## config.mk

```make
export PLATFORM = sky130hd
export DESIGN_NAME = dmem_arbiter
export DESIGN_NICKNAME = d
export VERILOG_FILES = /design/src/rtl/dmem_arb_pkg.sv /design/src/rtl/arb_rsp_reg.sv /design/src/rtl/dmem_arbiter.sv
export SDC_FILE = /design/constraint.sdc
export NUM_CORES = 1
export LEC_CHECK = 0
export BUFFER_PORTS_ARGS = -buffer_cell sky130_fd_sc_hd__buf_2
export CAP_MARGIN = 20
export CORE_ASPECT_RATIO = 1.4
export CORE_MARGIN = 2
export CORE_UTILIZATION = 42
export DETAILED_ROUTE_END_ITERATION = 7
export MAX_ROUTING_LAYER = met4
export PLACE_DENSITY = 0.9
export SLEW_MARGIN = 40
export SYNTH_ARGS = -nofsm -noshare
export SYNTH_HDL_FRONTEND = slang
export SYNTH_SLANG_ARGS = --single-unit
```

## constraint.sdc

```tcl
create_clock -name clk -period 1.8 [get_ports clk]
set_input_delay 0.09 -clock clk [delete_from_list [all_inputs] [get_ports clk]]
set_output_delay 0.09 -clock clk [all_outputs]
set_load 0.005 [all_outputs]
```

## src/rtl/dmem_arb_pkg.sv

```systemverilog
// Shared types and default sizes for the data-memory arbiter.
package dmem_arb_pkg;

  typedef enum logic {
    ARB_CORE      = 1'b0,
    ARB_HOST_LOCK = 1'b1
  } arb_state_t;

  typedef enum logic {
    REQ_CORE = 1'b0,
    REQ_HOST = 1'b1
  } req_id_t;

  localparam int DMEM_AW_DEF = 8;
  localparam int DMEM_DW_DEF = 8;

endpackage : dmem_arb_pkg

```

## src/rtl/arb_rsp_reg.sv

```systemverilog
// Per-requester read response register: captures memory data on a granted
// read and raises rvalid for exactly the following cycle.
module arb_rsp_reg #(
  parameter int DW = 8
) (
  input  logic          clk,
  input  logic          reset,
  input  logic          cap_en,
  input  logic [DW-1:0] cap_data,
  output logic          rvalid,
  output logic [DW-1:0] rdata
);

  logic          rvalid_d, rvalid_q;
  logic [DW-1:0] rdata_d,  rdata_q;

  // Next-state: pulse on capture, data holds until the next capture.
  always_comb begin
    rvalid_d = cap_en;
    rdata_d  = rdata_q;
    if (cap_en) begin
      rdata_d = cap_data;
    end else begin
      rdata_d = rdata_q;
    end
  end

  // Response registers; reset drops any pending pulse and clears data.
  always_ff @(posedge clk or posedge reset) begin
    if (reset) begin
      rvalid_q <= 1'b0;
      rdata_q  <= '0;
    end else begin
      rvalid_q <= rvalid_d;
      rdata_q  <= rdata_d;
    end
  end

  assign rvalid = rvalid_q;
  assign rdata  = rdata_q;

endmodule : arb_rsp_reg

```

## src/rtl/dmem_arbiter.sv

```systemverilog
// Two-port arbiter in front of the single dat_mem port. The core has
// priority; a saturating starvation counter and a host lock mode make sure
// the host always gets through.
module dmem_arbiter
  import dmem_arb_pkg::*;
#(
  parameter int AW      = DMEM_AW_DEF,
  parameter int DW      = DMEM_DW_DEF,
  parameter int MAXWAIT = 4
) (
  input  logic          clk,
  input  logic          reset,
  input  logic          core_req,
  input  logic          core_we,
  input  logic [AW-1:0] core_addr,
  input  logic [DW-1:0] core_wdata,
  output logic          core_gnt,
  output logic          core_stall,
  output logic          core_rvalid,
  output logic [DW-1:0] core_rdata,
  input  logic          host_req,
  input  logic          host_we,
  input  logic          host_lock,
  input  logic [AW-1:0] host_addr,
  input  logic [DW-1:0] host_wdata,
  output logic          host_gnt,
  output logic          host_rvalid,
  output logic [DW-1:0] host_rdata,
  output logic          mem_wr_en,
  output logic          mem_rd_en,
  output logic [AW-1:0] mem_addr,
  output logic [DW-1:0] mem_dat_in,
  input  logic [DW-1:0] mem_dat_out
);

  localparam int            WW        = $clog2(MAXWAIT + 1);
  localparam logic [WW-1:0] MAXWAIT_C = WW'(MAXWAIT);

  arb_state_t    state_d, state_q;
  logic [WW-1:0] wait_cnt_d, wait_cnt_q;
  logic          starve;
  logic          core_gnt_c, host_gnt_c;
  req_id_t       sel;

  // Grant decision from the arbitration state and the starvation counter.
  always_comb begin
    starve     = (wait_cnt_q == MAXWAIT_C);
    core_gnt_c = 1'b0;
    host_gnt_c = 1'b0;
    case (state_q)
      ARB_CORE: begin
        host_gnt_c = host_req & (~core_req | starve);
        core_gnt_c = core_req & ~host_gnt_c;
      end
      ARB_HOST_LOCK: begin
        host_gnt_c = host_req;
        core_gnt_c = 1'b0;
      end
      default: begin
        host_gnt_c = 1'b0;
        core_gnt_c = 1'b0;
      end
    endcase
  end

  // Grants are gated by reset so nothing reaches memory while it is held.
  assign host_gnt   = host_gnt_c & ~reset;
  assign core_gnt   = core_gnt_c & ~reset;
  assign core_stall = core_req & ~core_gnt;

  // Memory port mux: drive from the granted requester, idle to zero.
  always_comb begin
    sel        = host_gnt ? REQ_HOST : REQ_CORE;
    mem_wr_en  = 1'b0;
    mem_rd_en  = 1'b0;
    mem_addr   = '0;
    mem_dat_in = '0;
    if (host_gnt | core_gnt) begin
      case (sel)
        REQ_HOST: begin
          mem_wr_en  = host_we;
          mem_rd_en  = ~host_we;
          mem_addr   = host_addr;
          mem_dat_in = host_wdata;
        end
        REQ_CORE: begin
          mem_wr_en  = core_we;
          mem_rd_en  = ~core_we;
          mem_addr   = core_addr;
          mem_dat_in = core_wdata;
        end
        default: begin
          mem_wr_en  = 1'b0;
          mem_rd_en  = 1'b0;
          mem_addr   = '0;
          mem_dat_in = '0;
        end
      endcase
    end else begin
      mem_wr_en = 1'b0;
      mem_rd_en = 1'b0;
    end
  end

  // Next state for the lock FSM and the host starvation counter.
  always_comb begin
    state_d    = state_q;
    wait_cnt_d = '0;
    if (host_req & ~host_gnt) begin
      if (starve) begin
        wait_cnt_d = wait_cnt_q;
      end else begin
        wait_cnt_d = wait_cnt_q + WW'(1);
      end
    end else begin
      wait_cnt_d = '0;
    end
    case (state_q)
      ARB_CORE: begin
        if (host_gnt & host_lock) begin
          state_d = ARB_HOST_LOCK;
        end else begin
          state_d = ARB_CORE;
        end
      end
      ARB_HOST_LOCK: begin
        if (~host_lock) begin
          state_d = ARB_CORE;
        end else begin
          state_d = ARB_HOST_LOCK;
        end
      end
      default: begin
        state_d = ARB_CORE;
      end
    endcase
  end

  // Arbitration state registers.
  always_ff @(posedge clk or posedge reset) begin
    if (reset) begin
      state_q    <= ARB_CORE;
      wait_cnt_q <= '0;
    end else begin
      state_q    <= state_d;
      wait_cnt_q <= wait_cnt_d;
    end
  end

  arb_rsp_reg #(.DW(DW)) u_core_rsp (
    .clk      (clk),
    .reset    (reset),
    .cap_en   (core_gnt & ~core_we),
    .cap_data (mem_dat_out),
    .rvalid   (core_rvalid),
    .rdata    (core_rdata)
  );

  arb_rsp_reg #(.DW(DW)) u_host_rsp (
    .clk      (clk),
    .reset    (reset),
    .cap_en   (host_gnt & ~host_we),
    .cap_data (mem_dat_out),
    .rvalid   (host_rvalid),
    .rdata    (host_rdata)
  );

endmodule : dmem_arbiter

```

==> flow_summary.json, run 1 <==
{
  "synthCells": 125,
  "synth_top_area_share_pct": 41.63,
  "tightest_slew_ns": 0.9777,
  "clk_latency_ns": 0.25,
  "min_period_ns": 1.897,
  "nNetsFinal": 281,
  "grt_remaining_overflow": 0,
  "slowest_stage": "a2111oi_2",
  "worst_hold_path.num_cells": 2,
  "ios": 86,
  "ff2ff_path_depth": 6,
  "drv_cap": 0,
  "failed_checks": "setup timing",
  "cts_hold_buffers": 0,
  "cp-start-kind": "register",
  "end_kind": "output pin",
  "clkSinkCount": 22,
  "yosys_warnings": 0,
  "start_util_pct": 43.18,
  "synth.lib_cells_used.distinct": 26,
  "drive_gt1_share_pct": 67.97,
  "ir_drop_mv": 0.6919,
  "slowest_delay_ns": 0.48,
  "drv_slew": 0,
  "vias": 1538,
  "combPwrFrac_pct": 35.5,
  "pre_cts_ws_ns": -0.09724,
  "power_frac_seq_pct": 38.0,
  "die_h_um": 70.40,
  "status": "finished, violations left",
  "syn_area_sq_um": 1323,
  "hold_viol": 0,
  "reg2reg_slack_ns": 0.04,
  "cts_made_buffers": 3,
  "diodes": 0,
  "synth-seq-cells": 22,
  "grt_max_degree": 23,
  "dp_cells": 242,
  "crit_buf_inv": 2,
  "p_sw_mw": 0.4802,
  "setup-violations-final": 17,
  "hp-class": "in -> reg",
  "finalCritPeriodShare_pct": 105.4,
  "grt_first_pass_wirelength_mm": 6.748,
  "synth-seq-area-share_pct": 41.63,
  "drc": 0,
  "p_clk_share_pct": 26.5,
  "powerDensity_nw_per_um2": 698.8,
  "final_util_pct": 78.47,
  "clock-skew-final_ns": 0.001690,
  "crit_fanout": 6,
  "drtIter0Drc": 50,
  "ant_nets": 0,
  "syn_avg_cell_area_sq_um": 10.58,
  "grt_pass1_vias": 1442,
  "antenna_found_initial": 0,
  "cp_cell_sequence": "inv_2 -> ha_4 -> and2_2 -> a2111oi_2 -> a21o_1 -> buf_2",
  "dieArea_sq_um": 3620,
  "cp.arrival_ns": 1.81,
  "tritoncts": "built",
  "crit_type": "reg -> out",
  "fp-row-count": 24,
  "first_pass_iters": 5,
  "syn_to_final_growth_pct": 81.74,
  "syn_nets": 174,
  "place.gp.congestion": 0.7618,
  "totalWireLength_mm": 5.178,
  "wl_per_cell_um": 19.18,
  "cts_max_level": 1,
  "reg2reg_to": "u_host_rsp.rdata[1]",
  "timing.critical_path.max_delay_family": "compound AO/OA/AOI/OAI gates",
  "layout_setup_ws_ns": -0.09705,
  "core-area_sq_um": 3063,
  "die_width_um": 51.43,
  "startpoint": "wait_cnt_q[1]",
  "dpl.hpwl_mm": 2.528,
  "synth_top_cell_by_area": "dfrtp_1",
  "hp-start": "host_lock",
  "reg2reg_from": "wait_cnt_q[1]",
  "cts_buffer_depth": 2,
  "rsz0062_at_grt": "yes",
  "leakagePower_nw": 1.285,
  "required_ns": 1.71,
  "cts-root-buf": "clkbuf_8",
  "whs_ns": 0.05095,
  "internal_power_mw": 1.199,
  "synth.area.top_cells": "dfrtp_1, mux2_2, a2111oi_0",
  "switching_share_pct": 28.59,
  "p_total_mw": 1.680,
  "slew_headroom_pct": 34.82,
  "portBuffers": 85,
  "vias_per_cell": 5.696,
  "fmax_mhz": 527.1,
  "grt_usage_pct": 24.57,
  "holdPathEnd": "state_q",
  "nFillCells": 181,
  "clkTransAtPathRegs_ns": 0.07,
  "stdcell_count": 270
}
==> metal layers <==
layer / track usage, % / part of all wire [%] / vias up
li1: - / - / 675
met5: - / 0 / -
met1: 30.89 / 39 / 739
met3: 4.915 / 9.9 / 11
met2: 39.89 / 49 / 113
met4: 6.725 / 2.1 / 0
==> Yosys cell counts <==
cell	number
o211a_1	1
nand2_1	1
nor3_1	3
nor2b_1	1
nand4b_2	1
nand2b_1	1
buf_6	1
xnor2_1	1
dfrtp_1	22
clkbuf_1	3
nand3_1	1
o211ai_4	1
mux2_2	16
buf_2	5
a2111oi_0	17
and2_4	1
ha_1	2
nor3b_1	1
o21ai_0	1
buf_8	1
a21o_1	17
o21a_1	1
inv_1	23
nor2_1	1
mux2i_1	1
nand3b_1	1
==> cells by family after synthesis <==
kind of cell	synth area share (%)
adder cells (fa/ha/maj)	1.892
buffers and inverters	11.26
AO/OA/AOI/OAI	24.22
flip-flops	41.63
AND/OR/NAND/NOR	5.960
XOR/XNOR	0.6624
multiplexers	14.38
==> placed cells by master (no fill, tap or decap), types with 2 or more instances in the layout <==
master	synthesis	final
inv_2	0	2
o211a_4	0	3
dfrtp_1	22	22
a21o_1	17	17
clkbuf_8	0	3
inv_1	23	21
nor3_1	3	3
buf_2	5	84
mux2_2	16	16
buf_6	1	2
buf_4	0	19
a2111oi_2	0	2
a2111oi_4	0	15
==> sequential cells by signal, indices dropped and copies added, names as in the netlist <==
signal,count
wait_cnt_q,3
u_core_rsp.rvalid,1
state_q,1
u_core_rsp.rdata,8
u_host_rsp.rdata,8
u_host_rsp.rvalid,1
==> worst max-delay path by stage <==
stage	endpoint	slack [ns]	cells past startpoint
floorplan	mem_addr[0]	0.22	7
global placement	mem_dat_in[4]	-0.05	6
detailed placement	mem_dat_in[4]	-0.1	6
CTS	mem_wr_en	-0.04	6
global route	mem_addr[4]	-0.17	6
finish	mem_addr[4]	-0.1	6
==> per-stage QoR <==
step	setup TNS, ns	instance area [sq um]
after floorplan	0	1323
after global placement	-0.4132	1757
after detailed placement	-1.162	1757
after CTS	-0.5110	2212
after global routing	-1.683	2404
final	-0.7291	2404
==> final cells by class <==
type                            count  area (sq um)  area share (%)
Clock buffer                        3         41.29           1.718
Timing Repair Buffer              108         640.6           26.65
Tap cell                           39         48.80           2.030
Clock inverter                      1         30.03           1.249
Sequential cell                    22         550.5           22.90
Inverter                           23         86.33           3.592
Multi-Input combinational cell     74          1006           41.85
==> power by group through the flow <==
stage / registers (mW) / logic, mW / clock network, mW
2_1_floorplan: 0.651 / 0.201 / 0
6_report: 0.638 / 0.597 / 0.445
3_5_place_dp: 0.645 / 0.410 / 0
3_3_place_gp: 0.642 / 0.394 / 0
5_1_grt: 0.650 / 0.636 / 0.481
4_1_cts: 0.637 / 0.514 / 0.453
==> repair_timing <==
action,in CTS,in global routing
gates cloned,3,2
buffers inserted,11,8
setup endpoints to repair,19,23
resized for setup,50,17
pin swaps,4,16
(Power assumes the default switching activity.)
==> inputs of run 2 (changes only) <==
Settings changed: PLACE_DENSITY 0.9 to 0.83.
==> run 2 against run 1 <==
Compared with the run above: the flow still finishes with violations (setup timing); largest cell class unchanged; combinational power fell by 2%; via count fell by 7.7%; utilization fell by 1.6 points.
==> flow_summary.json, run 2 (synthesis gave the netlist of run 1 again) <==
{
  "hold_viol": 0,
  "first_pass_iters": 4,
  "status": "finished, violations left",
  "fmax_mhz": 543.2,
  "grt_usage_pct": 23.62,
  "syn_to_final_growth_pct": 78.05,
  "ios": 86,
  "p_total_mw": 1.566,
  "min_period_ns": 1.841,
  "nNetsFinal": 275,
  "ir_drop_mv": 0.6259,
  "grt_remaining_overflow": 0,
  "leakagePower_nw": 1.260,
  "vias": 1420,
  "crit_type": "reg -> out",
  "dpl.hpwl_mm": 2.403,
  "failed_checks": "setup timing",
  "grt_pass1_vias": 1418,
  "die_h_um": 70.40,
  "drv_slew": 0,
  "stdcell_count": 264,
  "whs_ns": 0.04522,
  "clock-skew-final_ns": 0.003118,
  "clkTransAtPathRegs_ns": 0.07,
  "antenna_found_initial": 0,
  "start_util_pct": 43.18,
  "drive_gt1_share_pct": 66.67,
  "cts-root-buf": "clkbuf_8",
  "die_width_um": 51.43,
  "cts_buffer_depth": 2,
  "core-area_sq_um": 3063,
  "diodes": 0,
  "totalWireLength_mm": 4.685,
  "final_common_cell": "buf_2",
  "grt_first_pass_wirelength_mm": 6.430,
  "crit_fanout": 8,
  "wl_per_cell_um": 17.75,
  "slew_headroom_pct": 39.15,
  "final_util_pct": 76.88,
  "place.gp.congestion": 0.8340,
  "dp_cells": 244,
  "layout_setup_ws_ns": -0.04092,
  "grt_max_degree": 22,
  "drv_cap": 0,
  "rsz0062_at_grt": "yes",
  "vias_per_cell": 5.379,
  "fp-row-count": 24,
  "portBuffers": 85,
  "tightest_slew_ns": 0.9127,
  "hp-class": "in -> reg",
  "powerDensity_nw_per_um2": 664.9,
  "clk_latency_ns": 0.25,
  "setup-violations-final": 16,
  "cp-start-kind": "register",
  "setup_tns_ns": -0.4358,
  "drtIter0Drc": 34,
  "cts_made_buffers": 3,
  "cts_max_level": 1,
  "dieArea_sq_um": 3620,
  "required_ns": 1.71,
  "tritoncts": "built",
  "final_cell_mix": "buf_2, dfrtp_1, inv_1",
  "clkSinkCount": 22,
  "finalCritPeriodShare_pct": 102.3,
  "drc": 0,
  "cp.arrival_ns": 1.75,
  "end_kind": "output pin",
  "ant_nets": 0
}
run 2: stage by stage:
| stage | worst slack (ns) | area [sq um] |
|---|---|---|
| after floorplan | 0.2159 | 1323 |
| after global placement | 0.1089 | 1784 |
| after detailed placement | 0.09709 | 1784 |
| after CTS | -0.007248 | 2236 |
| after global routing | -0.1201 | 2355 |
| final | -0.04092 | 2355 |
run 2: repair_timing:
action / in CTS / in global routing
buffers inserted: 5 / 7
setup endpoints to repair: 18 / 18
pin swaps: 3 / 31
hold buffers: 1 / 0
gates resized for setup: 56 / 9
gates cloned: 2 / 1
hold endpoints to repair: 3 / 0
run 2: layer usage:
metal / routed length (um) / vias to the layer above / GRT usage (%)
li1: - / 653 / -
met1: 1752 / 685 / 26.56
met2: 2501 / 78 / 40.88
met3: 401 / 4 / 3.632
met4: 29 / 0 / 9.357
met5: 0 / - / -
run 2: power by group:
| part | switching (mW) | internal, mW | total, mW |
|---|---|---|---|
| sequential | 0.0519 | 0.590 | 0.642 |
| combinational | 0.272 | 0.314 | 0.586 |
| clock | 0.143 | 0.194 | 0.338 |
run 2: area by class of cell:
cell class / count / area, sq um
clock buffers: 4 / 55.05
fillers: 200 / 708.2
inverters: 23 / 86.33
multi-input cells: 71 / 960.9
flip-flops and latches: 22 / 550.5
well taps: 39 / 48.80
repair buffers: 105 / 653.1
run 2: worst paths after layout:
check                                    from                  end  slack (ns)  cells past startpoint
worst max-delay path            wait_cnt_q[0]          mem_addr[2]       -0.04                      7
min in group asynchronous               reset  u_host_rsp.rdata[5]        0.28                      3
worst min-delay path                host_lock              state_q        0.05                      2
max in group asynchronous               reset        wait_cnt_q[2]        0.98                      3
worst min register to register        state_q              state_q        0.51                      1
worst max register to register  wait_cnt_q[0]  u_host_rsp.rdata[1]        0.12                      6
run 2: critical path, stage by stage (launching register included):
cell	delay (ns)
dfrtp_1	0.36
inv_2	0.06
ha_4	0.17
and2_4	0.18
o211a_4	0.28
buf_6	0.14
a21o_1	0.16
buf_2	0.13
==> inputs of run 3 (changes only) <==
Settings changed: CELL_PAD_IN_SITES_DETAIL_PLACEMENT from default to 1, CELL_PAD_IN_SITES_GLOBAL_PLACEMENT from default to 1, CORE_UTILIZATION 42 to 30, PLACE_DENSITY 0.83 to 0.89.
==> run 3 against run 2 <==
Compared with the run above: the run still ends with setup timing left; clock skew rose by 0.0013 ns; sequential power about the same; non-clock buffer count decreased by 4; largest cell class unchanged; highest routed layer unchanged.
==> flow_summary.json, run 3 (synthesis gave the netlist of run 1 again) <==
{
  "rsz0062_at_grt": "yes",
  "antenna_found_initial": 0,
  "portBuffers": 85,
  "place_area_sq_um": 1821,
  "slew_headroom_pct": 48.07,
  "place.gp.congestion": 0.7757,
  "fp-row-count": 28,
  "grt_max_degree": 23,
  "nNetsFinal": 272,
  "vias": 1366,
  "ios": 86,
  "setup_tns_ns": -0.1709,
  "crit_fanout": 7,
  "vias_per_cell": 4.861,
  "grt_first_pass_wirelength_mm": 6.900,
  "wl_per_cell_um": 16.51,
  "layout_setup_ws_ns": -0.02367,
  "ant_nets": 0,
  "final_common_cell": "buf_2",
  "whs_ns": 0.04368,
  "multi_input_area_sq_um": 889.6,
  "clk_latency_ns": 0.25,
  "start_util_pct": 31.20,
  "clkSinkCount": 22,
  "die_width_um": 60.12,
  "min_period_ns": 1.824,
  "required_ns": 1.71,
  "cts-root-buf": "clkbuf_8",
  "dpl.hpwl_mm": 3.142,
  "tightest_slew_ns": 0.7790,
  "status": "finished, violations left",
  "first_pass_iters": 4,
  "cp-start-kind": "register",
  "syn_to_final_growth_pct": 67.74,
  "end_kind": "output pin",
  "cts_buffer_depth": 2,
  "dp_cells": 268,
  "diodes": 0,
  "ir_drop_mv": 0.5501,
  "dieArea_sq_um": 4963,
  "stdcell_count": 281,
  "grt_usage_pct": 19.36,
  "cp.arrival_ns": 1.73,
  "drtIter0Drc": 34,
  "grt_pass1_vias": 1453,
  "drive_gt1_share_pct": 65.16,
  "powerDensity_nw_per_um2": 664.5,
  "hp-class": "in -> reg",
  "drv_slew": 0,
  "clkTransAtPathRegs_ns": 0.07,
  "drc": 0,
  "setup-violations-final": 11,
  "crit_type": "reg -> out",
  "drv_cap": 0,
  "core-area_sq_um": 4239,
  "die_h_um": 82.56,
  "failed_checks": "setup timing",
  "finalCritPeriodShare_pct": 101.3,
  "cts_made_buffers": 3,
  "hold_viol": 0,
  "fmax_mhz": 548.3,
  "final_cell_area_sq_um": 2218,
  "layout.area.seq_sq_um": 550.5,
  "cts_max_level": 1,
  "grt_remaining_overflow": 0,
  "final_cell_mix": "buf_2, dfrtp_1, inv_1",
  "totalWireLength_mm": 4.639,
  "nFillCells": 493,
  "clock-skew-final_ns": 0.004376,
  "tritoncts": "built",
  "p_total_mw": 1.474,
  "leakagePower_nw": 1.215
}
[run 3: changes by cell type in the layout (fill, tap and decap cells not counted), moves of 2 or more]
cell       delta
a2111oi_2     +3
a2111oi_4     -5
and2_4        +2
buf_12        -3
buf_4         -2
buf_8         +2
[run 3: cell type report]
type / count / area share (%)
clock buffers: 3 / 1.861
inverters: 23 / 3.892
multi-input cells: 72 / 40.10
flip-flops and latches: 22 / 24.82
well taps: 60 / 3.384
repair buffers: 101 / 25.94
[run 3: critical path: stages (launching register included)]
cell and delay [ns]:
dfrtp_1 0.39, inv_2 0.06, ha_4 0.17, and2_4 0.18, o211a_4 0.26, buf_6 0.14, a21o_1 0.15, buf_2 0.12
[run 3: timing repair]
item,4_1_cts,5_1_grt
cloned,3,0
hold buffers,0,0
gates resized for setup,47,12
buffers inserted,6,2
pin swaps,11,12
endpoints found under the setup margin,19,18
[run 3: path summary, 6_finish.rpt]
| kind | slack (ns) | depth (start not counted) | startpoint | end |
|---|---|---|---|---|
| worst max-delay path | -0.02 | 7 | wait_cnt_q[1] | mem_dat_in[7] |
| worst min register to register | 0.48 | 1 | state_q | state_q |
| max in group asynchronous | 1.20 | 3 | reset | state_q |
| min in group asynchronous | 0.39 | 3 | reset | u_core_rsp.rdata[3] |
| worst min-delay path | 0.04 | 2 | host_lock | state_q |
| worst max register to register | 0.04 | 7 | wait_cnt_q[1] | u_host_rsp.rdata[4] |
[run 3: routing by layer]
| metal | global-route usage [%] | part of all wire (%) | routed length (um) | up-vias |
|---|---|---|---|---|
| met1 | 19.69 | 34 | 1567 | 665 |
| li1 | - | - | - | 639 |
| met4 | 8.889 | 2.7 | 127 | 0 |
| met3 | 2.181 | 3.4 | 160 | 13 |
| met2 | 36.09 | 60 | 2784 | 49 |
| met5 | - | 0 | 0 | - |
[run 3: where the power goes]
group | total (mW) | switching, mW | internal [mW]
combinational | 0.543 | 0.254 | 0.289
clock | 0.290 | 0.141 | 0.149
sequential | 0.642 | 0.0518 | 0.590
total | 1.47 | 0.446 | 1.03
[run 3: stage by stage]
stage | util [%] | worst slack (ns)
floorplan | - | 0.2159
global placement | 42.95 | -0.009708
detailed placement | 42.95 | -0.06874
CTS | 50.41 | -0.03719
global route | 52.33 | -0.08645
finish | 52.33 | -0.02367
